[config.mk]
export PLATFORM = sky130hd
export DESIGN_NAME = imem_fetch_ctrl
export DESIGN_NICKNAME = d
export VERILOG_FILES = /design/src/rtl/imem_fetch_ctrl_pkg.sv /design/src/rtl/imem_fetch_ctrl_fetch_queue.sv /design/src/rtl/imem_fetch_ctrl.sv
export SDC_FILE = /design/constraint.sdc
export NUM_CORES = 1
export LEC_CHECK = 0
export ABC_AREA = 1
export CORE_MARGIN = 4
export CORE_UTILIZATION = 30
export CTS_BUF_LIST = sky130_fd_sc_hd__clkbuf_8
export DETAILED_ROUTE_END_ITERATION = 10
export MAX_ROUTING_LAYER = met4
export PLACE_DENSITY = 0.5
export SLEW_MARGIN = 25
export SYNTH_ARGS = -nofsm -noshare
export SYNTH_HDL_FRONTEND = slang
export SYNTH_SLANG_ARGS = --single-unit
[constraint.sdc]
create_clock -name clk -period 12.6 [get_ports clk]
set_input_delay 1.26 -clock clk [delete_from_list [all_inputs] [get_ports clk]]
set_output_delay 1.26 -clock clk [all_outputs]
set_load 0.05 [all_outputs]
[src/rtl/imem_fetch_ctrl_pkg.sv]
// Shared types and constants for the instruction-fetch sequencer.
package fetch_pkg;

    localparam int ENTRY_N    = 32;
    localparam int ENTRY_PC_W = 64;
    localparam int PC_STEP    = 4;

    typedef enum logic [1:0] {
        IDLE  = 2'd0,
        FETCH = 2'd1,
        HALT  = 2'd2
    } fetch_state_t;

    typedef struct packed {
        logic [ENTRY_PC_W-1:0] pc;
        logic [ENTRY_N-1:0]    instr;
    } fetch_entry_t;

endpackage

[src/rtl/imem_fetch_ctrl_fetch_queue.sv]
// Small power-of-two FIFO holding prefetched {pc, instr} words.
// Flush has priority over push/pop; the caller never pushes into a full
// queue unless it also pops in the same cycle.
module fetch_queue #(
    parameter  int W  = 96,
    parameter  int QD = 2,
    localparam int PW = $clog2(QD),
    localparam int CW = $clog2(QD) + 1
) (
    input  logic          clk,
    input  logic          reset_n,
    input  logic          push,
    input  logic          pop,
    input  logic          flush,
    input  logic [W-1:0]  din,
    output logic [W-1:0]  dout,
    output logic [CW-1:0] count
);

    logic [W-1:0]  mem [QD];
    logic [PW-1:0] rd_ptr;
    logic [PW-1:0] wr_ptr;

    // pointer and occupancy bookkeeping
    always_ff @(posedge clk or negedge reset_n) begin
        if (!reset_n) begin
            rd_ptr <= '0;
            wr_ptr <= '0;
            count  <= '0;
        end else if (flush) begin
            rd_ptr <= '0;
            wr_ptr <= '0;
            count  <= '0;
        end else begin
            if (push) wr_ptr <= wr_ptr + PW'(1);
            if (pop)  rd_ptr <= rd_ptr + PW'(1);
            case ({push, pop})
                2'b10:   count <= count + CW'(1);
                2'b01:   count <= count - CW'(1);
                default: count <= count;
            endcase
        end
    end

    // storage needs no reset: the head is masked by the top while empty
    always_ff @(posedge clk) begin
        if (push && !flush) mem[wr_ptr] <= din;
    end

    assign dout = mem[rd_ptr];

endmodule

[src/rtl/imem_fetch_ctrl.sv]
// Instruction-fetch sequencer for the 128-word LEGv8 instruction ROM.
// Owns the fetch PC, prefetches into a small queue and hands {pc, instr}
// to decode over valid/ready. Optional perf counters: FETCH_PERF_EN.
//
// state | meaning
// IDLE  | fetch disabled, queue contents retained
// FETCH | reading one ROM word per cycle while the queue has room
// HALT  | PC left the ROM range; queue drains, leave only via redirect
module imem_fetch_ctrl
    import fetch_pkg::*;
#(
    parameter int N    = 32,
    parameter int AW   = 7,
    parameter int PC_W = 64,
    parameter int QD   = 2
) (
    input  logic            clk,
    input  logic            reset_n,
    input  logic            fetch_en,
    output logic [AW-1:0]   imem_addr,
    input  logic [N-1:0]    imem_q,
    input  logic            redirect_valid,
    input  logic [PC_W-1:0] redirect_pc,
    output logic            out_valid,
    input  logic            out_ready,
    output logic [N-1:0]    out_instr,
    output logic [PC_W-1:0] out_pc,
    output logic            halted
`ifdef FETCH_PERF_EN
    ,
    output logic [31:0]     perf_fetched,
    output logic [31:0]     perf_redirects
`endif
);

    localparam int CW = $clog2(QD) + 1;
    localparam int W  = PC_W + N;

    fetch_state_t    state_q, state_d;
    logic [PC_W-1:0] pc_q;
    logic [CW-1:0]   q_count;
    logic [W-1:0]    q_dout;
    logic            has_data, pc_oor, redirect_oor;
    logic            push, pop;

    // anything above byte address 0x1FF lies outside the ROM
    assign pc_oor       = (pc_q >> (AW + 2)) != '0;
    assign redirect_oor = (redirect_pc >> (AW + 2)) != '0;

    assign has_data  = q_count != '0;
    assign out_valid = has_data && !redirect_valid;
    assign pop       = out_valid && out_ready;
    assign push      = (state_q == FETCH) && !redirect_valid && !pc_oor &&
                       ((q_count < CW'(QD)) || pop);

    assign imem_addr = pc_q[AW+1:2];
    assign out_pc    = has_data ? q_dout[N +: PC_W] : '0;
    assign out_instr = has_data ? q_dout[N-1:0]     : '0;
    assign halted    = (state_q == HALT);

    // state register
    always_ff @(posedge clk or negedge reset_n) begin
        if (!reset_n) state_q <= IDLE;
        else          state_q <= state_d;
    end

    // next state: a redirect overrides everything, out-of-range beats fetch_en
    always_comb begin
        state_d = state_q;
        if (redirect_valid) begin
            if (redirect_oor)  state_d = HALT;
            else if (fetch_en) state_d = FETCH;
            else               state_d = IDLE;
        end else begin
            case (state_q)
                IDLE:    if (fetch_en) state_d = FETCH;
                FETCH: begin
                    if (pc_oor)         state_d = HALT;
                    else if (!fetch_en) state_d = IDLE;
                end
                HALT:    state_d = HALT;
                default: state_d = IDLE;
            endcase
        end
    end

    // fetch PC: redirect target stored verbatim, else advance per pushed word
    always_ff @(posedge clk or negedge reset_n) begin
        if (!reset_n)            pc_q <= '0;
        else if (redirect_valid) pc_q <= redirect_pc;
        else if (push)           pc_q <= pc_q + PC_W'(PC_STEP);
    end

    fetch_queue #(
        .W  (W),
        .QD (QD)
    ) u_queue (
        .clk     (clk),
        .reset_n (reset_n),
        .push    (push),
        .pop     (pop),
        .flush   (redirect_valid),
        .din     ({pc_q, imem_q}),
        .dout    (q_dout),
        .count   (q_count)
    );

`ifdef FETCH_PERF_EN
    // saturating event counters for pushes and accepted redirects
    always_ff @(posedge clk or negedge reset_n) begin
        if (!reset_n) begin
            perf_fetched   <= '0;
            perf_redirects <= '0;
        end else begin
            if (push && (perf_fetched != '1))
                perf_fetched <= perf_fetched + 32'd1;
            if (redirect_valid && (perf_redirects != '1))
                perf_redirects <= perf_redirects + 32'd1;
        end
    end
`endif

endmodule

## Word level (Yosys, flattened, before mapping)

Memory sizes are Yosys's and may differ from the RTL's.
Index checks and enable logic that the tools add are counted.

- Flip-flop bits (word level): 70
- Bits in writable memories: 192
- Bits of input ports: 101
- Output and inout port bits: 105
- Word-level logic and storage cells: 54
- Memories: 1

- $add $sub $neg: 5
- Order comparisons: 1
- Equal/unequal tests: 6
- Muxes and demuxes: 19
- Reductions and logical operators: 17

Memories:

| name | depth | bits a word | rd ports | clocked after Yosys merged registers in | write ports | RTL line | RTL |
|---|---|---|---|---|---|---|---|
| u_queue.mem | 2 | 96 | 1 | 0 | 1 | imem_fetch_ctrl_fetch_queue.sv:20 | `logic [W-1:0] mem [QD];` |

Operators by type and width:

| operator | count |
|---|---|
| $mux 64 | 3 |
| $reduce_bool 64->1 | 2 |
| $add 64x3->64 const B | 1 |
| $mux 32 | 1 |
| $mux 2 | 6 |
| $mux 1 | 7 |
| $logic_and 1x1->1 | 6 |
| $pmux 2 s3 | 1 |
| $reduce_bool 2->1 | 3 |
| $eq 2x1->1 const B | 2 |
| $eq 2x2->1 const B | 2 |
| $ne 4x4->1 const B | 1 |
| $pmux 2 s2 | 1 |
| $ne 3x3->1 const B | 1 |
| $reduce_bool 3->1 | 1 |
| $add 1x1->1 const B | 2 |
| $add 2x1->2 const B | 1 |
| $logic_not 1->1 | 2 |
| $logic_not 2->1 | 1 |
| $lt 2x2->1 const B | 1 |
| $reduce_and 2->1 | 1 |
| $sub 2x1->2 const B | 1 |
| $logic_or 1x1->1 | 1 |

## Longest topological paths before layout

- Depth in word-level cells: 8
- Mapped depth: 11
- Gate-level depth less buffers: 11

## Cells and area by module

From an unflattened synthesis, not the netlist that was laid out.

- Cell total of the unflattened synthesis: 980
- Area, all modules: 11304.6 sq um

Modules (own cells, without submodules):

| module | times used | cells an instance | area each (sq um) | seq. area each (sq um) |
|---|---|---|---|---|
| fetch_queue | 1 | 328 | 7200.7 | 5865.6 |
| imem_fetch_ctrl | 1 | 652 | 4103.9 | 1651.6 |

## Worst setup path before layout

OpenSTA, ideal clock, no wires.

- Kind: in2reg
- From: in out_ready
- To: mem u_queue.mem[1][0] (enable)
- Setup time: 0.551 ns
- Arrival: 5.835 ns
- Data required time: 12.049 ns
- Path slack: 6.213 ns
- Cell stages on the path: 5
- Path buffers: 1
- Cell sequence: nor2_1 > nor2_1 > nand4_4 > buf_2 > nor2_1

- Cells in the longest elaborated chain, start to end: 6

Ends and longest elaborated chain:

| what | RTL line | RTL |
|---|---|---|
| start: declaration | imem_fetch_ctrl.sv:25 | `input logic out_ready,` |
| $logic_and 1x1->1 | imem_fetch_ctrl.sv:52 | `assign pop = out_valid && out_ready;` |
| $logic_or 1x1->1 | imem_fetch_ctrl.sv:54 | `((q_count < CW'(QD)) \|\| pop);` |
| $logic_and 1x1->1 | imem_fetch_ctrl.sv:53 | `assign push = (state_q == FETCH) && !redirect_valid && !pc_oor &&` |
| $logic_and 1x1->1 | imem_fetch_ctrl_fetch_queue.sv:47 | `if (push && !flush) mem[wr_ptr] <= din;` |
| $mux 1 | imem_fetch_ctrl_fetch_queue.sv:47 |  |
| $mux 1 (not written as such) | imem_fetch_ctrl_fetch_queue.sv:47 |  |
| end: declaration | imem_fetch_ctrl_fetch_queue.sv:20 |  |

No other way between the ends.

## Worst setup path in the final report

- From: reg u_queue.rd_ptr
- To: out out_pc[42]

- Cells in the longest elaborated chain, start to end: 2

Ends and longest elaborated chain:

| what | RTL line | RTL |
|---|---|---|
| start: declaration | imem_fetch_ctrl_fetch_queue.sv:21 | `logic [PW-1:0] rd_ptr;` |
| start signal: assignment | imem_fetch_ctrl_fetch_queue.sv:36 | `if (pop) rd_ptr <= rd_ptr + PW'(1);` |
| $mem_v2 2x96 | - |  |
| $mux 64 | imem_fetch_ctrl.sv:57 | `assign out_pc = has_data ? q_dout[N +: PC_W] : '0;` |
| end: declaration | imem_fetch_ctrl.sv:27 | `output logic [PC_W-1:0] out_pc,` |

No other way between the ends.

==> impl_metrics.ini <==
[yosys]
syn_area_um2 = 10500
synth-compound-area-share_pct = 7.10
synth.area.mux_share_pct = 0
synth_xor_area_share_pct = 0.333
synth_top_family_by_area = simple AND/OR/NAND/NOR gates
synth_seq_cells = 262
synth-simple-area-share_pct = 17.0
synth_fp_nets = 1054
syn_inst = 952
synth-adder-area-share_pct = 0.119
syn_area_per_cell_um2 = 11.0
ys_types = 31
synth_warnings = 0
ys_seq_area_share_pct = 71.5

[clocking]
cts_sinks = 262
cts_root_buf = clkbuf_8
max-clock-path-buffers = 3
cts_made_buffers = 45
worstSkewPairLatency_ns = 0.54
postCtsSetupRepairBufs = 0
ctsHoldBuffers = 0
cts_resized = 0
cts_tree = done
clkSlewWorstSetupHoldPaths_ns = 0.06
h-tree-depth = 2

[global_routing]
grt_overflow = 0
grt_pass1_wl_um = 43000
grtUsageTotal_pct = 14.7
antenna_found_initial = 0
grt_start_max_net_pins = 98
grt_pass1_vias = 7405

[sta]
hold_viol_final = 0
setup_viol = 0
post-route-period-util_pct = 35.6
min_period_ns = 4.49
fin_worst_skew_ns = 0.0266
layout_setup_ws_ns = 8.11
rsz0062_at_grt = no
worst_pin_slew_ns = 0.880
max_slew_margin_pct = 41.4
drv_slew = 0
tns_ns = 0
max_freq_mhz = 223

[status]
status = complete, no violations

[pwr]
power.switching_mw = 0.400
power_frac_comb_pct = 5.6
swShare_pct = 22.8
p_per_area_nw_per_um2 = 127
seqPwrFrac_pct = 55.5
p_clk_share_pct = 38.9
p_int_mw = 1.36
worst_ir_drop_vdd_mv = 0.0502
p_leak_nw = 5.22

[place]
pre_cts_ws_ns = 7.93
globalplace.congestion = 0.721
port-buffer-count = 205
hpwlAfterDp_um = 17600

[cells_and_area]
multi_input_area_um2 = 2600
layout_commonest_cell = nand2_1
seq_area_um2 = 7520
nets = 1259
drive_gt1_share_pct = 6.54
diodes = 0
syn_to_final_growth_pct = 31.2
layout_common_cells = nand2_1, clkdlybuf4s50_1, edfxtp_1
final.fill_count = 3434

[detailed_routing]
viasPerCell = 4.50
vias = 7411
drtAntennaViolNets = 0
wl_met3_um = 1390
wl_met2_um = 13200
wl_met1_um = 12800
drt_wl_total_um = 28000
drt-initial-drc-count = 394
drt_pass1_iterations = 6
wire_per_inst_um = 17.0
drc = 0
highest_layer = met4

[critical_path]
regToRegSetupSlack_ns = 8.96
path_class = register to primary output
cp_max_fo = 96
r2r_cells = 10
r2r-end = u_queue.mem[0][35]$_DFFE_PP_
rr_startpoint = pc_q[37]$_DFFE_PN0P_
crit_path_end_kind = primary output
start_kind = register
critPathLaunch = u_queue.rd_ptr$_DFFE_PN0P_
critPathCapture = out_pc[42]
cp.required_ns = 11.34
cp.arrival_ns = 3.23

[die]
fp.dieW_um = 195
dieArea_um2 = 38100
io_pins = 206
fp-row-count = 68
fp.coreArea_um2 = 34500
die_y_um = 195
start_util_pct = 30.5

[run]
drv_cap = 0

[min_path]
hp-class = register to register
synth_stat cells:
master      n  share of area [%]
o211ai_2    2               0.24
inv_1      42                1.5
nand2_1   287                 10
o21ai_1     9               0.43
ha_1        1               0.12
edfxtp_1  192                 55
a21oi_1   107                5.1
clkbuf_1   30                1.1
nand4_4     1               0.20
xor2_1      3               0.25
nand3b_1    1              0.071
clkinv_1    1              0.036
buf_2       9               0.43
dfrtp_1    70                 17
o22ai_1     1              0.060
nor4_1      1              0.060
o21ai_0    24                1.1
nor2_2      2               0.12
o21bai_1    1              0.071
nand2_2     1              0.060
buf_6       1               0.11
nor3_1      7               0.33
nand3_1    52                2.5
xnor2_1     1              0.083
buf_1      10               0.36
buf_4       7               0.50
nand4_1    11               0.65
nor2_1     75                2.7
or2_2       1              0.060
inv_2       1              0.036
o31ai_1     1              0.071
worst min path at each step:
stage	startpoint	endpoint	depth (start not counted)
floorplan	pc_q[9]$_DFFE_PN0P_	u_queue.mem[0][41]$_DFFE_PP_	0
global placement	pc_q[0]$_DFFE_PN0P_	u_queue.mem[0][32]$_DFFE_PP_	0
detailed placement	pc_q[63]$_DFFE_PN0P_	u_queue.mem[0][95]$_DFFE_PP_	0
CTS	pc_q[63]$_DFFE_PN0P_	u_queue.mem[0][95]$_DFFE_PP_	0
global route	pc_q[63]$_DFFE_PN0P_	u_queue.mem[0][95]$_DFFE_PP_	0
finish	pc_q[63]$_DFFE_PN0P_	u_queue.mem[0][95]$_DFFE_PP_	0
layout make-up:
class                      instances  share of cell area (%)
clock buffer                      49                    4.89
tap                              455                    4.13
sequential                       262                    54.5
timing repair buffer             215                    15.4
inverter                          44                    1.21
clock inverter                    34                   0.988
multi-input combinational        589                    18.8
critical path, stage by stage, from the launching register on:
cell and delay, ns:
dfrtp_4 0.70, clkinv_2 0.11, buf_6 0.60, nand2_1 0.10, a21oi_1 0.28, clkdlybuf4s50_1 0.87
kinds of logic (layout without fill, tap and decap cells):
| kind of cell | after synthesis | in the layout |
|---|---|---|
| fa+ha+maj | 1 | 1 |
| simple gates | 439 | 439 |
| flops | 262 | 262 |
| buf+inv | 101 | 342 |
| compound gates | 145 | 145 |
| xor+xnor | 4 | 4 |
power by group through the flow:
stage          clock network (mW)  registers (mW)  logic (mW)
2_1_floorplan                   0           0.983      0.0473
4_1_cts                     0.708           0.974       0.101
5_1_grt                     0.748           0.977       0.110
3_5_place_dp                    0           0.991       0.100
3_3_place_gp                    0           0.990      0.0997
6_report                    0.683           0.974      0.0984
metal layers:
metal | vias to the layer above | GRT usage [%]
li1 | 3651 | -
met1 | 3517 | 19.7
met2 | 200 | 23.3
met3 | 43 | 2.71
met4 | 0 | 3.80
met5 | - | -
registers in the layout, summed over array words and instances (netlist names):
signal,flops
state_q,2
u_queue.mem,192
u_queue.rd_ptr,1
pc_q,64
u_queue.wr_ptr,1
u_queue.count,2
per-stage QoR:
step | cells | power, mW | cell area, µm² | util, % | hold WS (ns)
after CTS | 1648 | 1.78 | 13800 | 39.9 | 0.469
after detailed placement | 1565 | 1.09 | 13000 | 37.6 | 0.454
after floorplan | 952 | 1.03 | 10500 | - | 0.442
after global placement | 1565 | 1.09 | 13000 | 37.6 | 0.453
after global routing | 1648 | 1.84 | 13800 | 39.9 | 0.487
final | 1648 | 1.76 | 13800 | 39.9 | 0.467
No activity file was read; power rests on OpenSTA's default activity.
